`src/rtl/pipe_pkg.sv`:
```
// Shared pipeline definitions: fetch FSM states, next-PC select encodings and the bubble word.
package pipe_pkg;

  typedef enum logic [1:0] {
    FETCH,
    HOLD,
    DISCARD
  } fetch_state_e;

  localparam logic [1:0] PCSRC_SEQ = 2'b00;
  localparam logic [1:0] PCSRC_BR  = 2'b01;
  localparam logic [1:0] PCSRC_J   = 2'b11;

  localparam logic [31:0] NOP = 32'h0000_0000;

endpackage

```
`src/rtl/if_id_reg.sv`:
```
// IF/ID pipeline register: load a fetched instruction, insert a bubble, or hold.
module if_id_reg
  import pipe_pkg::*;
(
  input  logic        clk_i,
  input  logic        rst_i,
  input  logic        load_i,
  input  logic        bubble_i,
  input  logic [31:0] inst_i,
  input  logic [31:0] pc4_i,
  output logic [31:0] inst_o,
  output logic [31:0] pc4_o,
  output logic        valid_o
);

  always_ff @(posedge clk_i or posedge rst_i) begin
    if (rst_i) begin
      inst_o  <= NOP;
      pc4_o   <= 32'h0;
      valid_o <= 1'b0;
    end else if (load_i) begin
      inst_o  <= inst_i;
      pc4_o   <= pc4_i;
      valid_o <= 1'b1;
    end else if (bubble_i) begin
      // pc4 is meaningless for a bubble, so it is simply left as is
      inst_o  <= NOP;
      valid_o <= 1'b0;
    end
  end

endmodule

```
`src/rtl/if_fetch_unit.sv`:
```
// Instruction-fetch stage: PC, imem req/ack handshake, redirect squashing and stall buffering.
module if_fetch_unit
  import pipe_pkg::*;
#(
  parameter logic [31:0] RESET_PC = 32'h0000_0000
) (
  input  logic        Clk,
  input  logic        Rst,
  input  logic        Stall,
  input  logic [1:0]  Pcsrc,
  input  logic [31:0] Br_target,
  input  logic [31:0] J_target,
  output logic        Imem_req,
  output logic [31:0] Imem_addr,
  input  logic        Imem_ack,
  input  logic [31:0] Imem_rdata,
  output logic [31:0] ID_Inst,
  output logic [31:0] ID_Pc4,
  output logic        ID_Valid
);

  fetch_state_e state_q, state_d;
  logic [31:0]  pc_q, pc_d;
  logic [31:0]  shadow_q, shadow_d;
  logic [31:0]  buf_q, buf_d;
  logic [31:0]  pc_plus4;
  logic [31:0]  target;
  logic         redir;
  logic         id_load;
  logic         id_bubble;
  logic [31:0]  id_inst_d;

  assign pc_plus4 = pc_q + 32'd4;
  assign redir    = ID_Valid & Stall & ((Pcsrc == PCSRC_BR) | (Pcsrc == PCSRC_J));
  assign target   = ((Pcsrc == PCSRC_J) ? J_target : Br_target) & 32'hFFFF_FFFC;

  // In DISCARD the PC still holds the abandoned address, so the address stays stable until ack
  assign Imem_addr = pc_q;
  assign Imem_req  = ~Rst & (state_q != HOLD);

  always_comb begin
    state_d   = state_q;
    pc_d      = pc_q;
    shadow_d  = shadow_q;
    buf_d     = buf_q;
    id_load   = 1'b0;
    id_bubble = 1'b0;
    id_inst_d = Imem_rdata;
    case (state_q)
      FETCH: begin
        if (redir) begin
          id_bubble = 1'b1;
          if (Imem_ack) begin
            pc_d = target;
          end else begin
            shadow_d = target;
            state_d  = DISCARD;
          end
        end else if (Imem_ack) begin
          if (Stall) begin
            id_load = 1'b1;
            pc_d    = pc_plus4;
          end else begin
            buf_d   = Imem_rdata;
            state_d = HOLD;
          end
        end else if (Stall) begin
          id_bubble = 1'b1;
        end
      end
      HOLD: begin
        if (redir) begin
          id_bubble = 1'b1;
          pc_d      = target;
          state_d   = FETCH;
        end else if (Stall) begin
          id_load   = 1'b1;
          id_inst_d = buf_q;
          pc_d      = pc_plus4;
          state_d   = FETCH;
        end
      end
      DISCARD: begin
        if (redir) shadow_d = target;
        if (Imem_ack) begin
          pc_d    = redir ? target : shadow_q;
          state_d = FETCH;
        end
        if (Stall) id_bubble = 1'b1;
      end
      default: state_d = FETCH;
    endcase
  end

  always_ff @(posedge Clk or posedge Rst) begin
    if (Rst) begin
      state_q  <= FETCH;
      pc_q     <= RESET_PC;
      shadow_q <= RESET_PC;
      buf_q    <= NOP;
    end else begin
      state_q  <= state_d;
      pc_q     <= pc_d;
      shadow_q <= shadow_d;
      buf_q    <= buf_d;
    end
  end

  if_id_reg u_if_id_reg (
    .clk_i    (Clk),
    .rst_i    (Rst),
    .load_i   (id_load),
    .bubble_i (id_bubble),
    .inst_i   (id_inst_d),
    .pc4_i    (pc_plus4),
    .inst_o   (ID_Inst),
    .pc4_o    (ID_Pc4),
    .valid_o  (ID_Valid)
  );

endmodule

```
`config.mk`:
```
export PLATFORM = sky130hd
export DESIGN_NAME = if_fetch_unit
export DESIGN_NICKNAME = d
export VERILOG_FILES = /design/src/rtl/pipe_pkg.sv /design/src/rtl/if_id_reg.sv /design/src/rtl/if_fetch_unit.sv
export SDC_FILE = /design/constraint.sdc
export NUM_CORES = 1
export LEC_CHECK = 0
export CAP_MARGIN = 20
export CORE_MARGIN = 3
export CORE_UTILIZATION = 45
export CTS_BUF_LIST = sky130_fd_sc_hd__clkbuf_2
export CTS_CLUSTER_DIAMETER = 100
export CTS_CLUSTER_SIZE = 30
export DETAILED_ROUTE_END_ITERATION = 8
export GPL_TIMING_DRIVEN = 0
export PLACE_DENSITY = 0.82
export SLEW_MARGIN = 20
export SYNTH_ARGS = -nofsm -noshare
export SYNTH_HDL_FRONTEND = slang
export SYNTH_HIERARCHICAL = 1
export SYNTH_SLANG_ARGS = --single-unit
```
`constraint.sdc`:
```
create_clock -name Clk -period 10.1 [get_ports Clk]
set_input_delay 3.03 -clock Clk [delete_from_list [all_inputs] [get_ports Clk]]
set_output_delay 3.03 -clock Clk [all_outputs]
set_load 0.01 [all_outputs]
```
Word level (Yosys, flattened, before mapping)
Cells that the tools add are included.

Flip-flop bits (word level): 163. Output and inout bits: 98.

Bitwise operators: 6. Reductions and logical operators: 8. Add/sub/neg operators: 1. Equal/unequal tests: 13. Muxes and demuxes: 36.

Operators by type and width (number): two-way mux 32 bit (15); one-hot mux 32 bit (3 select lines) (1); one-hot mux 32 bit (2 select lines) (1); adder 32 x 3 -> 32 bit (second input constant) (1); two-way mux 2 bit (7); != test 3 bit (second input constant) (4); two-way mux 1 bit (9); AND reduction 3 bit (3); != test 2 bit (second input constant) (4); one-hot mux 2 bit (3 select lines) (1); AND reduction 5 bit (1); == test 2 x 1 -> 1 bit (second input constant) (2); == test 2 bit (second input constant) (2); nonzero test 2 bit (2); AND 1 bit (3); one-hot mux 1 bit (3 select lines) (1); nonzero test 3 bit (1); logical NOT 2 bit (1); != test 2 x 1 -> 1 bit (second input constant) (1); NOT 1 bit (2); one-hot mux 1 bit (2 select lines) (1); bitwise OR 1 bit (1).

Longest topological paths before layout
Word-level depth: 7. Depth in mapped cells: 10.

By module
Netlist, hierarchy kept.

By module, submodules not included: if_fetch_unit (area each 5936.9 um2, times used 1, cells an instance 632); if_id_reg (area each 2625.0 um2, times used 1, cells an instance 204).

Worst setup path before layout
Ideal clock, no wire load.

Path type: input to output. Start: input Rst. End: output Imem_req. Path slack: 3.871 ns. Required time: 7.070 ns. Stages: 1. Path buffers: 0. Data arrival time: 3.199 ns. Cells stage by stage: nor2_1.

Longest elaborated chain between the ends: 2.

RTL lines: start, declared (line if_fetch_unit.sv:8) `input logic Rst,`; NOT 1 bit (line if_fetch_unit.sv:39) `assign Imem_req = ~Rst & (state_q != HOLD);`; AND 1 bit (line if_fetch_unit.sv:39); end, declared (line if_fetch_unit.sv:13) `output logic Imem_req,`.

No other way between the ends.

Worst setup path after layout
Ends and elaborated chain as after synthesis.

==> flow_summary_export.csv <==
group,metric,value,unit
pwr,power_density,207.4,nW/um^2
critical_path,cp.required,7.07,ns
global_route,grt-ovfl-total,0,
critical_path,path_class,"in2out",
global_route,grt_pass1_wl,39.33,mm
cts,path_clk_slew,0.21,ns
yosys,synth_area,8562,sq um
place,gp_congestion,0.9274,
yosys,synth_seq_cells,163,
route,wl_per_cell,19.25,microns
yosys,synth_area_leaders,"dfrtp_1 (48%), mux2_2 (11%), mux2i_1 (4.4%), o21ai_0 (4.2%), nand2_1 (3.3%)",
timing,tightest_slew,0.9058,ns
hold_path,hold_class,"reg2reg",
pwr,peakVddDrop,0.08822,mV
global_route,track_usage,0.2416,
run_status,status,"finished clean",
floorplanning,die_width,143.9,microns
route,wirelength,24.89,mm
cts,cts_buffers,17,
cts,ctsResizeCount,0,
cts,clock-sinks,163,
cells_and_area,syn_to_final_growth,29.59,%
yosys,dominantRegCellSynth,"dfrtp_1",
timing,fin_tns_setup,0,ns
cells_and_area,final_area,11100,sq um
yosys,synth-edff-count,0,
global_route,grt_pass1_vias,7216,
cts,cts_setup_buffers,0,
yosys,synth_area_per_cell,10.24,sq um
floorplanning,die-area,20720,sq um
timing,slew_headroom,0.3915,
floorplanning,rows,49,
cts,cts_max_level,4,
timing,fin_skew,0.03037,ns
route,ant_nets,0,
yosys,synthCells,836,
route,vias,7385,
job,drv_cap,0,
place,dp_hpwl,18.90,mm
route,drtPass1Iterations,7,
timing,max_freq,137.3,MHz
yosys,yosysWarningCount,6,
yosys,yosys.area.top_type_share,0.4764,
timing,rsz0062_at_grt,"no",
cts,cts_tree,"done",
floorplanning,die_y,143.9,microns
timing,slew_violations,0,
route,drc,0,
global_route,antenna_found_initial,1,
place,place_area,10840,sq um
timing,layout_min_cycle_time,7.285,ns
global_route,grt_max_degree,74,
cts,clock_latency,0.73,ns
yosys,seq_area_frac_synth,0.4764,
cts,clk_path_buf_depth,2,
critical_path,endpoint_kind,"output pin",
critical_path,path_max_fanout,3,
pwr,p_leak,4.621,nW
route,routed_via_density,5.712,
timing,min_period_over_period,0.7213,
yosys,synth_nets,939,
yosys,ys_types,60,
floorplanning,coreArea,18330,sq um
yosys,async_flop_share,1.000,
timing,finalSetupViolations,0,
cells_and_area,drive_above_1_share,0.1599,
route,drtIter0Drc,623,
critical_path,arrival,4.26,ns
place,io_buffers,193,
cells_and_area,fin_nets,1153,
timing,hold_viol,0,
floorplanning,pin_count,200,
floorplanning,initial_utilization,0.4671,
critical_path,startpoint_type,"input port",
cts,cts_root_buf,"clkbuf_2",
yosys,yosysTopAreaCell,"dfrtp_1",
cts,cts_hold_buf,0,
[cells in the final DEF (no fill, tap or decap), drive strengths merged, types with 3 or more instances in the layout]
cell	n
a21o	4
a21oi	44
a22o	3
a31oi	12
and3	6
and4	3
buf	31
bufinv	3
clkbuf	48
clkdlybuf4s50	193
clkinv	9
dfrtp	163
inv	10
mux2	98
mux2i	38
nand2	76
nand2b	31
nand3	25
nand4	13
nor2	64
nor2b	9
nor3	24
nor3b	4
nor4	8
o21ai	74
o22a	3
o22ai	3
o311ai	4
or3	4
xnor2	19
xor2	8
[worst max-delay path: stages]
cell,delay [ns]
clkdlybuf4s50_1,0.53
nor2_1,0.15
clkdlybuf4s50_1,0.54
[area by class of cell]
cell class,count,area [sq um]
sequential,163,4079
multi-input combinational,606,4151
tap,229,286.5
clock buffer,18,90.09
antenna,1,2.502
inverter,8,37.54
buffer,59,301.5
fill,1542,7236
clock inverter,14,160.2
timing repair buffer,195,1987
[path summary, 6_finish.rpt]
kind / to / slack [ns] / cells after the start / startpoint
max: Imem_req / 2.81 / 3 / Rst
min: buf_q[28] / 0.53 / 1 / buf_q[28]
max reg2reg: u_if_id_reg/pc4_o[28] / 7.17 / 9 / state_q[1]
min reg2reg: buf_q[28] / 0.53 / 1 / buf_q[28]
max in group asynchronous: Imem_addr[28] / 6.71 / 3 / Rst
min in group asynchronous: buf_q[2] / 2.69 / 2 / Rst
[cell usage after synthesis (4+ instances only)]
master	count
dfrtp_1	163
mux2_2	81
nand2_1	76
o21ai_0	71
nor2_1	64
a21oi_1	44
mux2i_1	38
nand2b_1	31
clkbuf_1	30
nand3_1	25
nor3_1	23
xnor2_1	19
mux2_4	17
buf_2	16
a31oi_1	12
nand4_1	11
nor2b_1	9
inv_1	8
xor2_1	8
buf_4	7
nor4_1	7
and3_1	6
a21o_1	4
[flip-flops by register name, summed over array words and instances (netlist names)]
signal / cells
u_if_id_reg/valid_o: 1
Imem_addr: 32
u_if_id_reg/inst_o: 32
state_q: 2
shadow_q: 32
u_if_id_reg/pc4_o: 32
buf_q: 32
[power by group]
part           total (mW)  switching, mW  internal (mW)
logic               0.895          0.407          0.487
clock network       0.369          0.230          0.138
registers            1.04          0.183          0.856
total                2.30          0.820           1.48
[per-stage QoR]
| stage | power [mW] | util | hold WS, ns | cells | setup slack (ns) |
|---|---|---|---|---|---|
| after floorplan | 1.475 | - | 0.4646 | 836 | 3.871 |
| after global placement | 1.902 | 0.5881 | 0.4821 | 1258 | 2.773 |
| after detailed placement | 1.937 | 0.5915 | 0.4861 | 1260 | 2.808 |
| after CTS | 2.303 | 0.6051 | 0.5343 | 1292 | 2.807 |
| after global routing | 2.437 | 0.6053 | 0.5527 | 1293 | 2.785 |
| final | 2.302 | 0.6053 | 0.5331 | 1293 | 2.815 |
[metal layers]
layer,wire length (microns),GRT usage,vias to the layer above,share of wire
met4,459,0.07185,0,0.018
met1,10660,0.3330,3599,0.43
met3,2263,0.06423,32,0.091
met5,0,0,-,0
met2,11510,0.3758,354,0.46
li1,-,-,3400,-
[kinds of logic after synthesis]
| logic type | synth area share |
|---|---|
| fa+ha+maj | 0.001461 |
| buf+inv | 0.03873 |
| simple gates | 0.1635 |
| flops | 0.4764 |
| mux | 0.1808 |
| compound gates | 0.1115 |
| xor+xnor | 0.02762 |
(Power assumes the default switching activity.)
